`src/rtl/unita_controllo_pkg.sv`:
```
// Shared encodings for the ARM-subset control unit.
package unita_controllo_pkg;

  // Instruction class, Instr[27:26]
  localparam logic [1:0] OP_DP  = 2'b00;
  localparam logic [1:0] OP_MEM = 2'b01;
  localparam logic [1:0] OP_BR  = 2'b10;

  // Data-processing cmd, Instr[24:21]
  localparam logic [3:0] CMD_ADD = 4'b0100;
  localparam logic [3:0] CMD_SUB = 4'b0010;
  localparam logic [3:0] CMD_CMP = 4'b1010;

  // Condition codes, Instr[31:28]
  localparam logic [3:0] COND_EQ = 4'b0000;
  localparam logic [3:0] COND_NE = 4'b0001;
  localparam logic [3:0] COND_CS = 4'b0010;
  localparam logic [3:0] COND_CC = 4'b0011;
  localparam logic [3:0] COND_MI = 4'b0100;
  localparam logic [3:0] COND_PL = 4'b0101;
  localparam logic [3:0] COND_VS = 4'b0110;
  localparam logic [3:0] COND_VC = 4'b0111;
  localparam logic [3:0] COND_HI = 4'b1000;
  localparam logic [3:0] COND_LS = 4'b1001;
  localparam logic [3:0] COND_GE = 4'b1010;
  localparam logic [3:0] COND_LT = 4'b1011;
  localparam logic [3:0] COND_GT = 4'b1100;
  localparam logic [3:0] COND_LE = 4'b1101;
  localparam logic [3:0] COND_AL = 4'b1110;
  localparam logic [3:0] COND_NV = 4'b1111;

  // ALUControl encoding
  localparam logic ALU_ADD = 1'b0;
  localparam logic ALU_SUB = 1'b1;

  // ImmSrc encoding
  localparam logic IMM_12 = 1'b0;  // 12-bit zero-extend
  localparam logic IMM_24 = 1'b1;  // 24-bit sign-extend, << 2

endpackage

```
`src/rtl/unita_controllo_cond_check.sv`:
```
// NZCV flag register and ARM condition-field evaluation.
module unita_controllo_cond_check
  import unita_controllo_pkg::*;
(
  input  logic       clock,
  input  logic       reset,
  input  logic [3:0] cond,
  input  logic [3:0] alu_flags,   // {N, Z, C, V} from the ALU
  input  logic       flag_write,  // decoder request, already qualified by legality
  output logic       CondEx
);

  logic [3:0] flags_q;
  logic       n, z, c, v;

  assign {n, z, c, v} = flags_q;

  // Evaluate the condition against the registered flags (no forwarding)
  always_comb begin
    CondEx = 1'b0;
    case (cond)
      COND_EQ: CondEx = z;
      COND_NE: CondEx = ~z;
      COND_CS: CondEx = c;
      COND_CC: CondEx = ~c;
      COND_MI: CondEx = n;
      COND_PL: CondEx = ~n;
      COND_VS: CondEx = v;
      COND_VC: CondEx = ~v;
      COND_HI: CondEx = c & ~z;
      COND_LS: CondEx = ~c | z;
      COND_GE: CondEx = (n == v);
      COND_LT: CondEx = (n != v);
      COND_GT: CondEx = ~z & (n == v);
      COND_LE: CondEx = z | (n != v);
      COND_AL: CondEx = 1'b1;
      default: CondEx = 1'b0;  // COND_NV never executes
    endcase
  end

  // Capture ALU flags only for executing flag-setting instructions
  always_ff @(posedge clock or posedge reset) begin
    if (reset) begin
      flags_q <= 4'b0000;
    end else if (flag_write && CondEx) begin
      flags_q <= alu_flags;
    end
  end

endmodule

```
`src/rtl/unita_controllo.sv`:
```
// Control unit for the single-cycle ARM-subset processor: decode, condition gating.
module unita_controllo
  import unita_controllo_pkg::*;
(
  input  logic        clock,
  input  logic        reset,
  input  logic [31:0] Instr,
  input  logic        Z,
  input  logic        N,
  input  logic        C,
  input  logic        V,
  output logic        PCSrc,
  output logic [1:0]  RegSrc,
  output logic        RegWrite,
  output logic        ImmSrc,
  output logic        ALUSrc,
  output logic        ALUControl,
  output logic        MemWrite,
  output logic        MemtoReg,
  output logic        Illegal
);

  logic reg_write_dec, mem_write_dec, pc_src_dec, flag_write_dec;
  logic cond_ex, enable;

  // Rn and shift-amount/Rm fields are consumed by the datapath only
  logic unused_instr;
  assign unused_instr = ^{Instr[19:16], Instr[3:0]};

  // Decode the instruction class and command into raw control values
  always_comb begin
    reg_write_dec  = 1'b0;
    mem_write_dec  = 1'b0;
    pc_src_dec     = 1'b0;
    flag_write_dec = 1'b0;
    RegSrc         = 2'b00;
    ImmSrc         = IMM_12;
    ALUSrc         = 1'b0;
    ALUControl     = ALU_ADD;
    MemtoReg       = 1'b0;
    Illegal        = 1'b0;
    unique case (Instr[27:26])
      OP_DP: begin
        ALUSrc = Instr[25];
        // Only unshifted register operands are supported
        if (!Instr[25] && (Instr[11:4] != 8'h00)) Illegal = 1'b1;
        case (Instr[24:21])
          CMD_ADD: begin
            ALUControl     = ALU_ADD;
            reg_write_dec  = 1'b1;
            flag_write_dec = Instr[20];
          end
          CMD_SUB: begin
            ALUControl     = ALU_SUB;
            reg_write_dec  = 1'b1;
            flag_write_dec = Instr[20];
          end
          CMD_CMP: begin
            ALUControl     = ALU_SUB;
            flag_write_dec = 1'b1;
          end
          default: Illegal = 1'b1;
        endcase
        pc_src_dec = reg_write_dec && (Instr[15:12] == 4'hF);
      end
      OP_MEM: begin
        // Immediate offset, pre-indexed, word, no writeback
        if (Instr[25] || !Instr[24] || Instr[22] || Instr[21]) Illegal = 1'b1;
        ALUSrc     = 1'b1;
        ALUControl = ~Instr[23];
        if (Instr[20]) begin
          MemtoReg      = 1'b1;
          reg_write_dec = 1'b1;
          pc_src_dec    = (Instr[15:12] == 4'hF);
        end else begin
          mem_write_dec = 1'b1;
          RegSrc[1]     = 1'b1;
        end
      end
      OP_BR: begin
        if (Instr[24]) Illegal = 1'b1;  // BL unsupported
        RegSrc[0]  = 1'b1;
        ALUSrc     = 1'b1;
        ImmSrc     = IMM_24;
        ALUControl = ALU_ADD;
        pc_src_dec = 1'b1;
      end
      default: Illegal = 1'b1;
    endcase
  end

  unita_controllo_cond_check u_cond_check (
    .clock      (clock),
    .reset      (reset),
    .cond       (Instr[31:28]),
    .alu_flags  ({N, Z, C, V}),
    .flag_write (flag_write_dec & ~Illegal),
    .CondEx     (cond_ex)
  );

  // Architectural side effects only for legal, executing instructions outside reset
  always_comb begin
    enable   = cond_ex & ~Illegal & ~reset;
    RegWrite = reg_write_dec & enable;
    MemWrite = mem_write_dec & enable;
    PCSrc    = pc_src_dec & enable;
  end

endmodule

```
`config.mk`:
```
export PLATFORM = sky130hd
export DESIGN_NAME = unita_controllo
export DESIGN_NICKNAME = d
export VERILOG_FILES = /design/src/rtl/unita_controllo_pkg.sv /design/src/rtl/unita_controllo_cond_check.sv /design/src/rtl/unita_controllo.sv
export SDC_FILE = /design/constraint.sdc
export NUM_CORES = 1
export LEC_CHECK = 0
export BUFFER_PORTS_ARGS = -buffer_cell sky130_fd_sc_hd__buf_2
export CORE_MARGIN = 2
export CORE_UTILIZATION = 40
export DETAILED_ROUTE_END_ITERATION = 16
export PLACE_DENSITY = 0.78
export SKIP_CTS_REPAIR_TIMING = 1
export SYNTH_ARGS = -nofsm -noshare
export SYNTH_HDL_FRONTEND = slang
export SYNTH_SLANG_ARGS = --single-unit
```
`constraint.sdc`:
```
create_clock -name clock -period 2.3 [get_ports clock]
set_clock_uncertainty 0.15 [all_clocks]
set_input_delay 0 -clock clock [delete_from_list [all_inputs] [get_ports clock]]
set_output_delay 0 -clock clock [all_outputs]
set_load 0.01 [all_outputs]
```
==> results.txt <==
The reg2reg setup slack was 220 ps; the tightest slew margin relative to the limit was 0.802. The combinational family with the most area after synthesis was simple AND/OR/NAND/NOR gates. The layout has 142 filler cells.

The upper clock frequency limit came out at 458 MHz. The data required time at the worst endpoint was 2150 ps. The horizontal die dimension was 44.6 um; the area growth from synthesis to layout was 37.0%. The kind of path behind the tightest hold check is input pin to async pin. The tools report the number of placed cells counting well taps as 130. Timing analysis after detailed placement gives a worst setup slack of 216 ps.

The final layout net count is 166, and the count of port buffers added during placement is 39. The run gives 2 as the buffer levels on the longest clock path. The flow ran to the end, and the final reports show no timing, DRC or antenna violations. The critical path is of the flop to output pin type. After detailed routing, the number of vias per cell comes to 5.49. The count of max-cap constraint violations was 0; the number of cells on the worst reg-to-reg path was 4. In this run the critical register-to-register path is launched from u_cond_check.flags_q[2]$_DFFE_PP0P_.

The floorplan step defined a die boundary enclosing 0.00199 sq mm. For the initial antenna violation count, the log shows 0. Subtracting the final worst setup slack from the clock period gives 2180 ps. For this run, the detailed router's first-pass iteration total came to 4.

Data on the critical path arrives at its endpoint at 2030 ps. The met2 global-route usage is 0.319, and the flip-flop count of the largest register after layout is 4. Entering global routing, the biggest net connects 12 pins. Compound-cell area share of the yosys netlist: 0.230. The global routing stage identified its most utilized layer as met2. After detailed routing, the average wire length per cell comes to 12.5 um.

The worst setup path is launched from a flop. TritonCTS built the clock tree. Starting utilization of the core area: 0.433.

The tools report the type of element capturing the critical path as an output pin. Latest clock arrival within the worst-skew pair: 230 ps. The register bit count reported by yosys works out to 4. The tree is rooted in a sky130_fd_sc_hd__clkbuf_4. Instance count of the mapped netlist: 82.

The residual overflow from global routing was 0. Once layout is complete, the cells apart from fillers number 138. The tools report the via total after detailed routing as 757.

Pin placement for this block handled 48 I/O pins. The final-layout setup total negative slack is 0 ps. The HPWL after detailed placement is 1.45 mm. The xor and xnor area share after synthesis was 0.0398.

The floorplan step set the die height to 44.6 um. Clock-pin slew was measured on the worst setup and hold paths at 40 ps. The share of post-route cells with drive strength above 1 works out to 0.410. The Yosys step of the flow raised 0 warnings.

Counting the buffers created by CTS gives 3. Setup violations remaining at the end of the flow were counted as 0. The total leakage power was 0.437 nW; the end-of-flow core utilization was 0.593. The congestion estimate from routability-driven global placement came to 0.849. For the peak supply drop, the log shows 252 uV. The logs give 0 for the post-route DRC violation count and 0 for the antenna violation net count after detailed routing. The post-synthesis share of cell area spent on and, or, nand and nor gates was 0.287; the smallest setup slack after layout was 115 ps. In this run the critical register-to-register path is captured at u_cond_check.flags_q[0]$_DFFE_PP0P_. In the final layout, the registers with the most flip-flops are u_cond_check.flags_q: 4 flops.

The tools report the sequential share of the synthesized area as 0.152. The tools report the first-pass GRT wire length as 2.79 mm. The logs give 0.187 for the global-route total usage across every layer and 9 for the DRC violation total after the first TritonRoute iteration. The combined area of all synthesized cells was 659 sq um; the count of standard-cell rows was 14. Ranked by flip-flop count, first place goes to u_cond_check.flags_q.

The slew of the pin with the lowest slew margin is 294 ps, and the number of clock sinks is 4. The met1 capacity usage during global routing came out at 0.224. Setup repair after global routing left no endpoint under its margin. The placeable core area is 0.00152 sq mm, and the total wire length after detailed routing is 1.72 mm. The netlist uses 38 different library cells. In this run the worst path has a maximum fanout of 6. The global routing met3 resource utilization came out at 0.0163.

In this run the power density over the cells is 358 mW/mm^2. For the post-synth net total, the log shows 124. The mean instance size in the synthesized netlist was 8.04 sq um; the number of levels the H-tree was split into was 1.

Post-route fraction of the period consumed by the critical path: 0.950. The number of global-route vias before repair came out at 692. The multiplexer area fraction after synthesis was 0.0987; the number of pins exceeding their max-slew limit in the final report was 0. Total count of hold-check failures in the final report: 0. The number of antenna diodes in the final layout is 0.

The post-synthesis share of cell area spent on full adders, half adders and majority gates is 0.0759.
## cell usage in the layout, fill, tap and decap left out, drive strengths merged, types with 2 or more instances in the layout
cell type    netlist  final
a21oi              3      3
and2               2      2
buf                6     39
clkbuf             1      3
dfrtp              4      4
dlygate4sd3        0      5
ha                 4      4
inv                7      7
mux2               4      4
mux2i              2      2
nand2              5      5
nand4              2      2
nor2               5      5
nor2b              3      3
nor3               2      2
nor4               4      4
nor4b              2      2
o21ai              4      4
o21bai             2      2
or3b               2      2
xnor2              2      2
## how the worst max path moves through the flow
stage | cells past startpoint | start | slack, ps | endpoint
2_1_floorplan | 4 | u_cond_check.flags_q[2]$_DFFE_PP0P_ | 340 | u_cond_check.flags_q[0]$_DFFE_PP0P_
3_3_place_gp | 5 | u_cond_check.flags_q[2]$_DFFE_PP0P_ | 250 | u_cond_check.flags_q[0]$_DFFE_PP0P_
3_5_place_dp | 5 | u_cond_check.flags_q[2]$_DFFE_PP0P_ | 220 | u_cond_check.flags_q[0]$_DFFE_PP0P_
4_1_cts | 6 | u_cond_check.flags_q[2]$_DFFE_PP0P_ | 110 | RegWrite
5_1_grt | 6 | u_cond_check.flags_q[2]$_DFFE_PP0P_ | 30 | RegWrite
6_report | 5 | u_cond_check.flags_q[2]$_DFFE_PP0P_ | 120 | RegWrite
## cells in the mapped netlist, drive strengths merged
master   instances  area, sq um
o2bb2ai          1         15.0
and2             2         12.5
a211oi           1         20.0
xnor2            2         17.5
o2111ai          1         8.76
nand2b           1         6.26
nor2b            3         18.8
a221oi           1         8.76
xor2             1         8.76
nor4b            2         17.5
nor3b            1         7.51
or3b             2         17.5
nand2            5         18.8
inv              7         26.3
nor2             5         18.8
nand4b           1         8.76
nand4            2         12.5
nand3            1         5.00
o21bai           2         15.0
mux2i            2         20.0
nor4             4         25.0
a21o             1         7.51
clkbuf           1         5.00
a211o            1         8.76
ha               4         50.1
a311oi           1         8.76
o211ai           1         7.51
or4b             1         10.0
a221o            1         10.0
dfrtp            4          100
a21oi            3         15.0
nor3             2         10.0
o21ai            4         20.0
mux2             4         45.0
buf              6         46.3
a31oi            1         6.26
## power by group
group	leakage [nW]	switching [mW]	internal (mW)	total [mW]
registers	0.0523	0.0169	0.0818	0.0988
clock network	0.0138	0.0247	0.0581	0.0828
logic	0.371	0.0697	0.0723	0.142
## per-layer routing
layer  vias to the layer above  share of wire
li1                        384              -
met1                       358           0.42
met2                        15           0.55
met3                         0          0.037
met4                         0              0
met5                         -              0
## area by class of cell
type	count	area, sq um	area share
clock buffer	3	22.5	0.0249
inverter	7	26.3	0.0291
multi-input combinational	64	488	0.540
sequential	4	101	0.112
tap	16	20.0	0.0222
timing repair buffer	44	245	0.271
## cell families after synthesis
family / after synthesis
AND/OR/NAND/NOR: 32
AO/OA/AOI/OAI: 19
buffers and inverters: 14
multiplexers: 6
adder cells (fa/ha/maj): 4
flip-flops: 4
XOR/XNOR: 3
## stage by stage
| stage | total power [mW] | hold WS, ps | area (sq um) |
|---|---|---|---|
| 3_5_place_dp | 0.233 | -231 | 823 |
| 6_report | 0.323 | 90.0 | 903 |
| 3_3_place_gp | 0.226 | -234 | 823 |
| 2_1_floorplan | 0.189 | -384 | 659 |
| 4_1_cts | 0.320 | -475 | 846 |
| 5_1_grt | 0.350 | 118 | 903 |
## critical path, stage by stage, from the launching register on
cell and delay (ps):
sky130_fd_sc_hd__dfrtp_2 420, sky130_fd_sc_hd__or3b_1 360, sky130_fd_sc_hd__a211o_1 310, sky130_fd_sc_hd__and2_1 210, sky130_fd_sc_hd__nor4_1 320, sky130_fd_sc_hd__buf_2 190
Power figures use the tool's default switching activity.
